===== config.mk =====
export PLATFORM = sky130hd
export DESIGN_NAME = fifo_uart_tx
export DESIGN_NICKNAME = d
export VERILOG_FILES = /design/src/rtl/fifo_uart_tx.sv
export SDC_FILE = /design/constraint.sdc
export NUM_CORES = 1
export LEC_CHECK = 0
export ABC_AREA = 1
export ABC_CLOCK_PERIOD_IN_PS = 3050
export CAP_MARGIN = 20
export CORE_ASPECT_RATIO = 2
export CORE_MARGIN = 3
export CORE_UTILIZATION = 47
export DETAILED_ROUTE_END_ITERATION = 8
export PLACE_DENSITY_LB_ADDON = 0.05
export SYNTH_ARGS = -nofsm -noshare
export SYNTH_HDL_FRONTEND = slang
export SYNTH_SLANG_ARGS = --single-unit

===== constraint.sdc =====
create_clock -name clk -period 3.05 [get_ports clk]
set_clock_uncertainty 0.1 [all_clocks]
set_input_delay 0.4575 -clock clk [delete_from_list [all_inputs] [get_ports clk]]
set_output_delay 0.4575 -clock clk [all_outputs]
set_load 0.01 [all_outputs]

===== src/rtl/fifo_uart_tx.sv =====
// UART transmitter that pops one byte per frame from a FIFO read port.
// Frame is start, 8 data bits LSB first, optional even parity, then stop.
module fifo_uart_tx #(
  parameter int CLKS_PER_BIT = 16,
  parameter bit PARITY_EN    = 1'b0
) (
  input  logic       clk,
  input  logic       rst,
  input  logic       empty,
  input  logic [7:0] rd_data,
  output logic       rd_en,
  output logic       tx,
  output logic       busy,
  output logic       frame_done
);

  localparam int            CW   = (CLKS_PER_BIT > 1) ? $clog2(CLKS_PER_BIT) : 1;
  localparam logic [CW-1:0] LAST = CW'(CLKS_PER_BIT - 1);

  typedef enum logic [2:0] {IDLE, LOAD, START, DATA, PARITY, STOP} state_t;

  state_t        state, state_nxt;
  logic [CW-1:0] cnt, cnt_nxt;
  logic [2:0]    bit_idx, bit_nxt;
  logic [7:0]    shreg, shreg_nxt;
  logic          tx_nxt, rd_en_nxt;
  logic          last;

  assign last       = (cnt == LAST);
  assign busy       = (state != IDLE);
  assign frame_done = (state == STOP) && last;

  always_comb begin
    state_nxt = state;
    cnt_nxt   = '0;
    bit_nxt   = bit_idx;
    shreg_nxt = shreg;
    case (state)
      IDLE:   if (!empty) state_nxt = LOAD;
      LOAD: begin
        state_nxt = START;
        shreg_nxt = rd_data;
        bit_nxt   = '0;
      end
      START: begin
        if (last) state_nxt = DATA;
        else      cnt_nxt   = cnt + CW'(1);
      end
      DATA: begin
        if (last) begin
          // Rotate so the captured byte is intact again for the parity bit.
          shreg_nxt = {shreg[0], shreg[7:1]};
          if (bit_idx == 3'd7) state_nxt = PARITY_EN ? PARITY : STOP;
          else                 bit_nxt   = bit_idx + 3'd1;
        end else begin
          cnt_nxt = cnt + CW'(1);
        end
      end
      PARITY: begin
        if (last) state_nxt = STOP;
        else      cnt_nxt   = cnt + CW'(1);
      end
      STOP: begin
        if (last) state_nxt = IDLE;
        else      cnt_nxt   = cnt + CW'(1);
      end
      default: state_nxt = IDLE;
    endcase

    rd_en_nxt = (state_nxt == LOAD);
    case (state_nxt)
      START:   tx_nxt = 1'b0;
      DATA:    tx_nxt = shreg_nxt[0];
      PARITY:  tx_nxt = ^shreg_nxt;
      default: tx_nxt = 1'b1;
    endcase
  end

  always_ff @(posedge clk or negedge rst) begin
    if (!rst) begin
      state   <= IDLE;
      cnt     <= '0;
      bit_idx <= '0;
      shreg   <= 8'h00;
      tx      <= 1'b1;
      rd_en   <= 1'b0;
    end else begin
      state   <= state_nxt;
      cnt     <= cnt_nxt;
      bit_idx <= bit_nxt;
      shreg   <= shreg_nxt;
      tx      <= tx_nxt;
      rd_en   <= rd_en_nxt;
    end
  end

endmodule


==> out/metrics.csv <==
metric;value;unit
grt.total_usage;0.197;
crit_fanout;14;
required;2490;ps
start_util;0.494;
worst_slack;557;ps
finalNonFillerCells;251;
placed_cells;247;
dieArea;3880;µm²
synth_top_area_share;0.323;
met1_length;1.24;mm
pre_cts_slack;856;ps
vias_per_cell;5.21;
tightest_slew;932;ps
clock_sinks;20;
synth_nets;223;
hpwl;2.68;mm
cts_tree;done;
wl;3.31;mm
r2r-end;tx;
die_x;45.6;µm
gp_congestion;0.811;
synthFlopType;dfrtp_1;
portBuffers;14;
drc;0;
synth_edf_count;0;
power.density;368;nW/µm²
overflow;0;
syn_avg_cell_area;7.04;µm²
routed.top_layer;met4;
cp-startpoint;cnt[0];
dpl_cell_area;1590;µm²
detail-route-antenna-nets;0;
maxCapViolations;0;
h-tree-depth;1;
crit_arrival;1940;ps
post_cts_buffers;0;
drive_gt1_frac;0.127;
finalSetupViolations;0;
grt_pass1_wl;5.69;mm
diodes;0;
slew_headroom;0.377;
reg2reg_slack;870;ps
die_y;85.1;µm
hold_buffers;0;
synth_cell_types;28;
hp-class;flop to flop;
end_kind;output pin;
max_stage_delay;540;ps
drtIter0Drc;45;
core-area;2980;µm²
r2r_start;cnt[0];
synth_area_leaders;dfrtp_1 32%, nand2_1 15%, inv_1 9.7%;
period_needed;2490;ps
utilization;0.558;
final_nets;236;
rsz0062_at_grt;no;
boundaryPins;15;
clk_pin_slew_worst_paths;80;ps
yosysWarnings;0;
area_growth;13.0;%
post_cts_resized;0;
cts_buffer_depth;2;
rows;28;
min_to;cnt[0];
routed-wl-met2;1.90;mm
crit_type;flop to output pin;
yosys-top-cells-count;59 x nand2_1, 38 x inv_1, 21 x nand3_1;
syn-cell-area;1470;µm²
final_area;1660;µm²
cts_root_buffer;clkbuf_8;
start_kind;flop;
fin_tns_setup;0;ps
vias;1307;
antenna_found_initial;0;
r2r_cells;12;
status;complete, no violations;
wl_met3;131;µm
cts_buffers;3;
firstDrtPassIters;4;
max_freq;401;MHz
power.leakage;0.926;nW
finalHoldViolations;0;
slew_viol_final;0;
finalCritPeriodShare;0.817;
yosys.area.top_type;dfrtp_1;
cp_cell_sequence;ha_1 -> nand3_4 -> nor2_1 -> clkdlybuf4s50_1;
grt_pass1_vias;1326;
wl_per_cell;13.2;µm
synthCells;209;
ys_seq_elements;20;
async_flop_share;1.00;
hold_path_depth;1;
yosysSeqAreaShare;0.341;
slowest_stage;clkdlybuf4s50_1;
grt_max_degree;21;
insertion_delay;260;ps
yosysMostFrequentCell;nand2_1;
ir_drop;0.259;mV
hold_start;cnt[0];
## worst max-delay path: cells and delay by family (launching register included)
kind	cells	cell delay [ps]
adders and majority gates	1	370
buffers and inverters	1	540
DFF	1	380
and+or+nand+nor	2	380
## area by class of cell
cell class / count / area [µm²]
Fill cell: 292 / 1320
Timing Repair Buffer: 14 / 140
Sequential cell: 20 / 502
Inverter: 42 / 163
Clock buffer: 3 / 41.3
Clock inverter: 1 / 30.0
Multi-Input combinational cell: 141 / 749
Tap cell: 30 / 37.5
## through the flow
stage | power (mW) | hold slack [ps]
floorplan | 0.319 | 61.9
global placement | 0.347 | 341
detailed placement | 0.349 | 353
CTS | 0.620 | 366
global route | 0.637 | 374
finish | 0.612 | 362
## cell usage in the layout, fill, tap and decap left out
| cell | count |
|---|---|
| nand3_2 | 3 |
| nor2_2 | 2 |
| inv_2 | 2 |
| nor3_1 | 3 |
| inv_4 | 2 |
| bufinv_16 | 1 |
| dfstp_2 | 1 |
| a22o_1 | 2 |
| mux2_2 | 1 |
| ha_1 | 3 |
| o21ai_2 | 1 |
| o211ai_1 | 5 |
| nand3_1 | 21 |
| xor2_1 | 2 |
| clkdlybuf4s50_1 | 14 |
| nand2_1 | 59 |
| clkbuf_8 | 3 |
| o21ai_0 | 2 |
| a21oi_1 | 1 |
| inv_1 | 38 |
| a21oi_2 | 3 |
| dfrtp_1 | 19 |
| nand4_1 | 7 |
| and3_1 | 1 |
| nand3_4 | 2 |
| nor2_4 | 1 |
| nand2_2 | 6 |
| nor2_1 | 16 |
## routing by layer
metal / vias to the layer above / global-route usage
li1: 680 / -
met1: 591 / 0.222
met2: 31 / 0.355
met3: 5 / 0.0212
met4: 0 / 0.0693
met5: - / 0
## power by group
group,switching [mW],total [mW],internal (mW)
clock network,0.0930,0.268,0.175
logic,0.0392,0.0683,0.0292
registers,0.00354,0.275,0.271
## worst max-delay path by stage
stage	to	depth (start not counted)	slack [ps]
final	frame_done	4	560
after global routing	frame_done	4	460
after CTS	frame_done	4	550
after detailed placement	frame_done	4	860
after global placement	frame_done	4	870
after floorplan	tx	16	1280
## kinds of logic after synthesis
family,count (synthesis),share of synthesized area
compound gates,14,0.0714
xor+xnor,2,0.0119
fa+ha+maj,3,0.0255
flops,20,0.341
buf+inv,48,0.150
mux,1,0.00765
simple gates,121,0.393
## flip-flops by register name (all words and copies together), names as in the netlist
register and cells:
shreg 8, cnt 4, bit_idx 3, state 3
rd_en 1, tx 1
No activity file was read; power rests on OpenSTA's default activity.
==> variant 1 (same settings) <==
Re-encode `state_t` (6 states) as one-hot, 6 bits wide.
--- a/src/rtl/fifo_uart_tx.sv
+++ b/src/rtl/fifo_uart_tx.sv
@@ -17,7 +17,7 @@
   localparam int            CW   = (CLKS_PER_BIT > 1) ? $clog2(CLKS_PER_BIT) : 1;
   localparam logic [CW-1:0] LAST = CW'(CLKS_PER_BIT - 1);
 
-  typedef enum logic [2:0] {IDLE, LOAD, START, DATA, PARITY, STOP} state_t;
+  typedef enum logic [5:0] {IDLE = 6'b000001, LOAD = 6'b000010, START = 6'b000100, DATA = 6'b001000, PARITY = 6'b010000, STOP = 6'b100000} state_t;
 
   state_t        state, state_nxt;
   logic [CW-1:0] cnt, cnt_nxt;
Formal check against the unedited RTL: no difference found for any inputs over 10 cycles, from zero or initial values and one cycle with rst low; not proved beyond that.
==> variant 1 against the unedited design <==
- final area rose by 4.2%
- worst setup slack got worse by 110 ps
- area after synthesis rose by 3.3%
- first-iteration DRC count fell by 47%
- sequential cell count rose by 3
- wire length rose by 5.4%
- largest cell class unchanged
- non-clock buffer count rose by 2
Power is not compared: it rests on default switching activity, and its combinational part moved more than twofold at a synthesized area within 25%.
==> variant 1: results (changes against the unedited design) <==
stage,metric,value,unit,change
logic_synthesis,syn-mean-instance-area,7.04,um^2,about the same
clock_network,cts_root_buffer,clkbuf_8,,
timing,fmax,384,MHz,-4.2%
drt,wl_per_cell,13.2,um,+0.22%
critical_path,cp-startpoint,state[3]$_DFF_PN0_,,
logic_synthesis,synth_cell_types,27,,-3.6%
drt,wl_met2,1940,um,+2.5%
global_routing,use_met2,36.4,%,+0.89 points
logic_synthesis,synth_top_cells_by_area,"dfrtp_1 35%, nand2_1 18%, inv_1 6.9%",,
critical_path,arrival,2050,ps,+110 ps
min_path,worstHoldStart,cnt[0]$_DFF_PN0_,,
critical_path,critical-path-top-delay-family,simple AND/OR/NAND/NOR gates,,
clock_network,post_cts_buffers,0,,unchanged
drt,dr_wl_met3,78,um,-40%
run_status,status,finished clean,,
global_routing,grt_pass1_vias,1415,,+6.7%
drt,totalWireLength,3490,um,+5.4%
global_routing,grt_pass1_wl,6050,um,+6.3%
critical_path,r2r_cells,15,,+3
placed_design,place_inst,260,,+5.3%
global_routing,grtUsageTotal,20.4,%,+0.74 points
critical_path,crit_fanout,7,,-7
drt,first_pass_iters,4,,unchanged
drt,via_per_inst,5.23,,+0.46%
placed_design,dpl-instance-area,0.00169,mm^2,+6.1%
placed_design,place_ws,759,ps,-97.4 ps
global_routing,grtUsageMet1,23.0,%,+0.81 points
global_routing,use_met3,2.29,%,+0.16 points
placed_design,dp_hpwl,2650,um,-0.89%
placed_design,gp_congestion,0.849,,+4.7%
timing,worst_pin_slew,447,ps,-485 ps
cells_and_area,fin_nets,249,,+5.5%
cells_and_area,reg_top3,"shreg: 8 flops, state: 6 flops, cnt: 4 flops",,
drt,wl_met1,1400,um,+13%
global_routing,grt_max_degree,24,,+14%
cells_and_area,drive_gt1_share,9.83,%,-2.8 points
logic_synthesis,yosysSeqAreaShare,38.0,%,+3.9 points
critical_path,reg2reg_setup_slack,840,ps,-30 ps
timing,hold_ws,387,ps,+25.2 ps
drt,drt_iter0_markers,24,,-47%
logic_synthesis,synth_nets,230,,+3.1%
cells_and_area,fill_cells,304,,+4.1%
logic_synthesis,synth_common_cells,"71 x nand2_1, 28 x inv_1, 26 x nor2_1",,
variant 1: changes by cell type in the layout (fill, tap and decap cells not counted), sizes merged, moves of 3 or more:
cell	delta
o211ai	-3
inv	-13
o21ai	+7
nor2	+17
nand2	+7
nand3	-5
variant 1: area by class of cell:
| class | count | area (um^2) | area share (%) |
|---|---|---|---|
| clock buffer | 4 | 45.0 | 2.60 |
| inverter | 30 | 113 | 6.50 |
| multi-input combinational | 161 | 805 | 46.4 |
| sequential | 23 | 578 | 33.4 |
| tap | 30 | 37.5 | 2.17 |
| timing repair buffer | 16 | 155 | 8.95 |
variant 1: cell families after synthesis:
group,Yosys count,synth area share [%]
AOI/OAI and AO/OA,17,6.42
and+or+nand+nor,141,44.0
DFF,23,38.0
buffers and inverters,32,9.05
adders and majority gates,3,2.47
variant 1: power breakdown:
part           switching [mW]  internal [mW]
Combinational           0.448          0.263
Clock                   0.102         0.0935
Sequential             0.0584          0.392
Total                   0.608          0.749
==> variant 2 (same settings) <==
Without the edit above. The parameter `CLKS_PER_BIT` goes from 16 to 32.
--- a/src/rtl/fifo_uart_tx.sv
+++ b/src/rtl/fifo_uart_tx.sv
@@ -1,7 +1,7 @@
 // UART transmitter that pops one byte per frame from a FIFO read port.
 // Frame is start, 8 data bits LSB first, optional even parity, then stop.
 module fifo_uart_tx #(
-  parameter int CLKS_PER_BIT = 16,
+  parameter int CLKS_PER_BIT = 32,
   parameter bit PARITY_EN    = 1'b0
 ) (
   input  logic       clk,
Function: no difference found for any inputs over 10 cycles, from zero or initial values and one cycle with rst low; that may be too few to reach the edited logic, so the function may still have changed.
==> variant 2 against the unedited design <==
- final area down 3.9%
- sequential cell count increased by 1
- power decreased by 12%
- area after synthesis shrank 4.7%
- via count down 0.54%
- clock power down 29%
- wire length down 4.3%
- worst setup slack got worse by 350 ps
- critical endpoint unchanged
- largest cell class unchanged
- highest routed layer unchanged
==> variant 2: results (changes against the unedited design) <==
stage,metric,value,unit,change
global_routing,grtUsageTotal,19.4,%,-0.31 points
run_status,status,finished clean,,
logic_synthesis,yosysSeqAreaShare,37.6,%,+3.5 points
logic_synthesis,yosysWarnings,0,,unchanged
global_routing,use_met2,34.1,%,-1.5 points
clock_network,clkTransAtPathRegs,80,ps,about the same
cells_and_area,fin_nets,231,,-2.1%
logic_synthesis,synth_common_cells,"68 x nand2_1, 24 x nor2_1, 23 x inv_1, 23 x nand3_1, 20 x dfrtp_1",,
drt,via_per_inst,5.35,,+2.7%
clock_network,htreeDepth,1,,unchanged
clock_network,cts_root_buffer,clkbuf_8,,
logic_synthesis,synth_nets,216,,-3.1%
power,p_int,403,uW,-15%
power,power.leakage,0.880,nW,-5.0%
critical_path,crit_fanout,12,,-2
global_routing,grt_pass1_vias,1336,,+0.75%
logic_synthesis,yosysTopAreaCellShare,35.7,%,+3.4 points
logic_synthesis,synth_top_cells_by_area,"dfrtp_1 36%, nand2_1 18%, nand3_1 8.2%",,
cells_and_area,reg_top3,"shreg: 8 flops, cnt: 5 flops",,
timing,worst_pin_slew,970,ps,+37.8 ps
drt,totalWireLength,3170,um,-4.3%
die,std_cell_rows,27,,-3.6%
cells_and_area,drive_gt1_share,8.88,%,-3.8 points
global_routing,use_met3,2.60,%,+0.48 points
drt,drt_iter0_markers,46,,+2.2%
global_routing,grt_max_degree,22,,+4.8%
placed_design,gp_congestion,0.885,,+9.2%
global_routing,grt_pass1_wl,5620,um,-1.3%
placed_design,dp_hpwl,2550,um,-4.9%
power,ir_worst_vdd,0.210,mV,-19%
placed_design,portBuffers,14,,unchanged
global_routing,grtUsageMet1,21.2,%,-1.0 points
critical_path,arrival,2290,ps,+350 ps
logic_synthesis,synth_cell_types,26,,-7.1%
[variant 2: changes by cell type after synthesis, moves of 3 or more]
cell,delta
nor2_1,+8
nand2_2,-6
nand2_1,+9
o21ai_0,+3
inv_1,-15
nand4_1,-3
a21oi_2,-3
o211ai_1,-4
[variant 2: repair_timing]
action                                 CTS  global route
resized for setup                        0             1
endpoints found under the hold margin    0             0
setup endpoints to repair                0             1
[variant 2: layout make-up]
| type | instances | area, um^2 |
|---|---|---|
| Clock inverter | 1 | 7.51 |
| Multi-Input combinational cell | 148 | 744 |
| Fill cell | 270 | 1210 |
| Tap cell | 29 | 36.3 |
| Inverter | 27 | 101 |
| Sequential cell | 21 | 527 |
| Clock buffer | 3 | 41.3 |
| Timing Repair Buffer | 14 | 140 |
[variant 2: power by group through the flow]
stage               registers (mW)  logic [mW]  clock network, mW
finish                       0.289      0.0587              0.190
detailed placement           0.294      0.0592                  0
CTS                          0.289      0.0596              0.194
global placement             0.294      0.0574                  0
floorplan                    0.294      0.0315                  0
global route                 0.290      0.0671              0.208
[variant 2: final timing paths]
path                       slack, ps                  to  cells after the start        startpoint
min in group asynchronous        630     rd_en$_DFF_PN0_                      1               rst
setup reg to reg                 710        tx$_DFF_PN1_                     17  cnt[0]$_DFF_PN0_
hold reg to reg                  360    cnt[0]$_DFF_PN0_                      1  cnt[0]$_DFF_PN0_
setup / recovery                 200          frame_done                      7  cnt[0]$_DFF_PN0_
max in group asynchronous       1640  shreg[1]$_DFF_PN0_                      1               rst
hold / removal                   360    cnt[0]$_DFF_PN0_                      1  cnt[0]$_DFF_PN0_
[variant 2: layer usage]
metal  part of all wire (%)  wire [um]
met4                    4.5        142
met2                     53       1690
met3                    3.0         95
met5                      0          0
met1                     39       1240
[variant 2: through the flow]
step | setup WS [ps] | hold slack, ps | total power [mW] | area (um^2) | instances
2_1_floorplan | 1090 | 61.9 | 0.325 | 1400 | 200
3_3_place_gp | 395 | 344 | 0.352 | 1550 | 239
3_5_place_dp | 378 | 353 | 0.354 | 1550 | 239
4_1_cts | 59.7 | 364 | 0.543 | 1600 | 243
5_1_grt | 28.1 | 383 | 0.565 | 1600 | 243
6_report | 204 | 363 | 0.538 | 1600 | 243
[variant 2: cell families (layout without fill, tap and decap cells)]
family                     Yosys count  count (layout)  synth area share [%]
and+or+nand+nor                    132             132                  43.1
adders and majority gates            5               5                  4.46
AOI/OAI and AO/OA                   10              10                  4.73
buffers and inverters               31              45                  9.54
DFF                                 21              21                  37.6
xor gates and xnor gates             1               1                 0.625
[variant 2: critical path: stages (launching register included)]
cell	delay [ps]
dfrtp_1	370
ha_1	170
nand2_1	70
nor2_1	140
ha_2	330
inv_1	170
nor3_1	210
clkdlybuf4s50_1	570
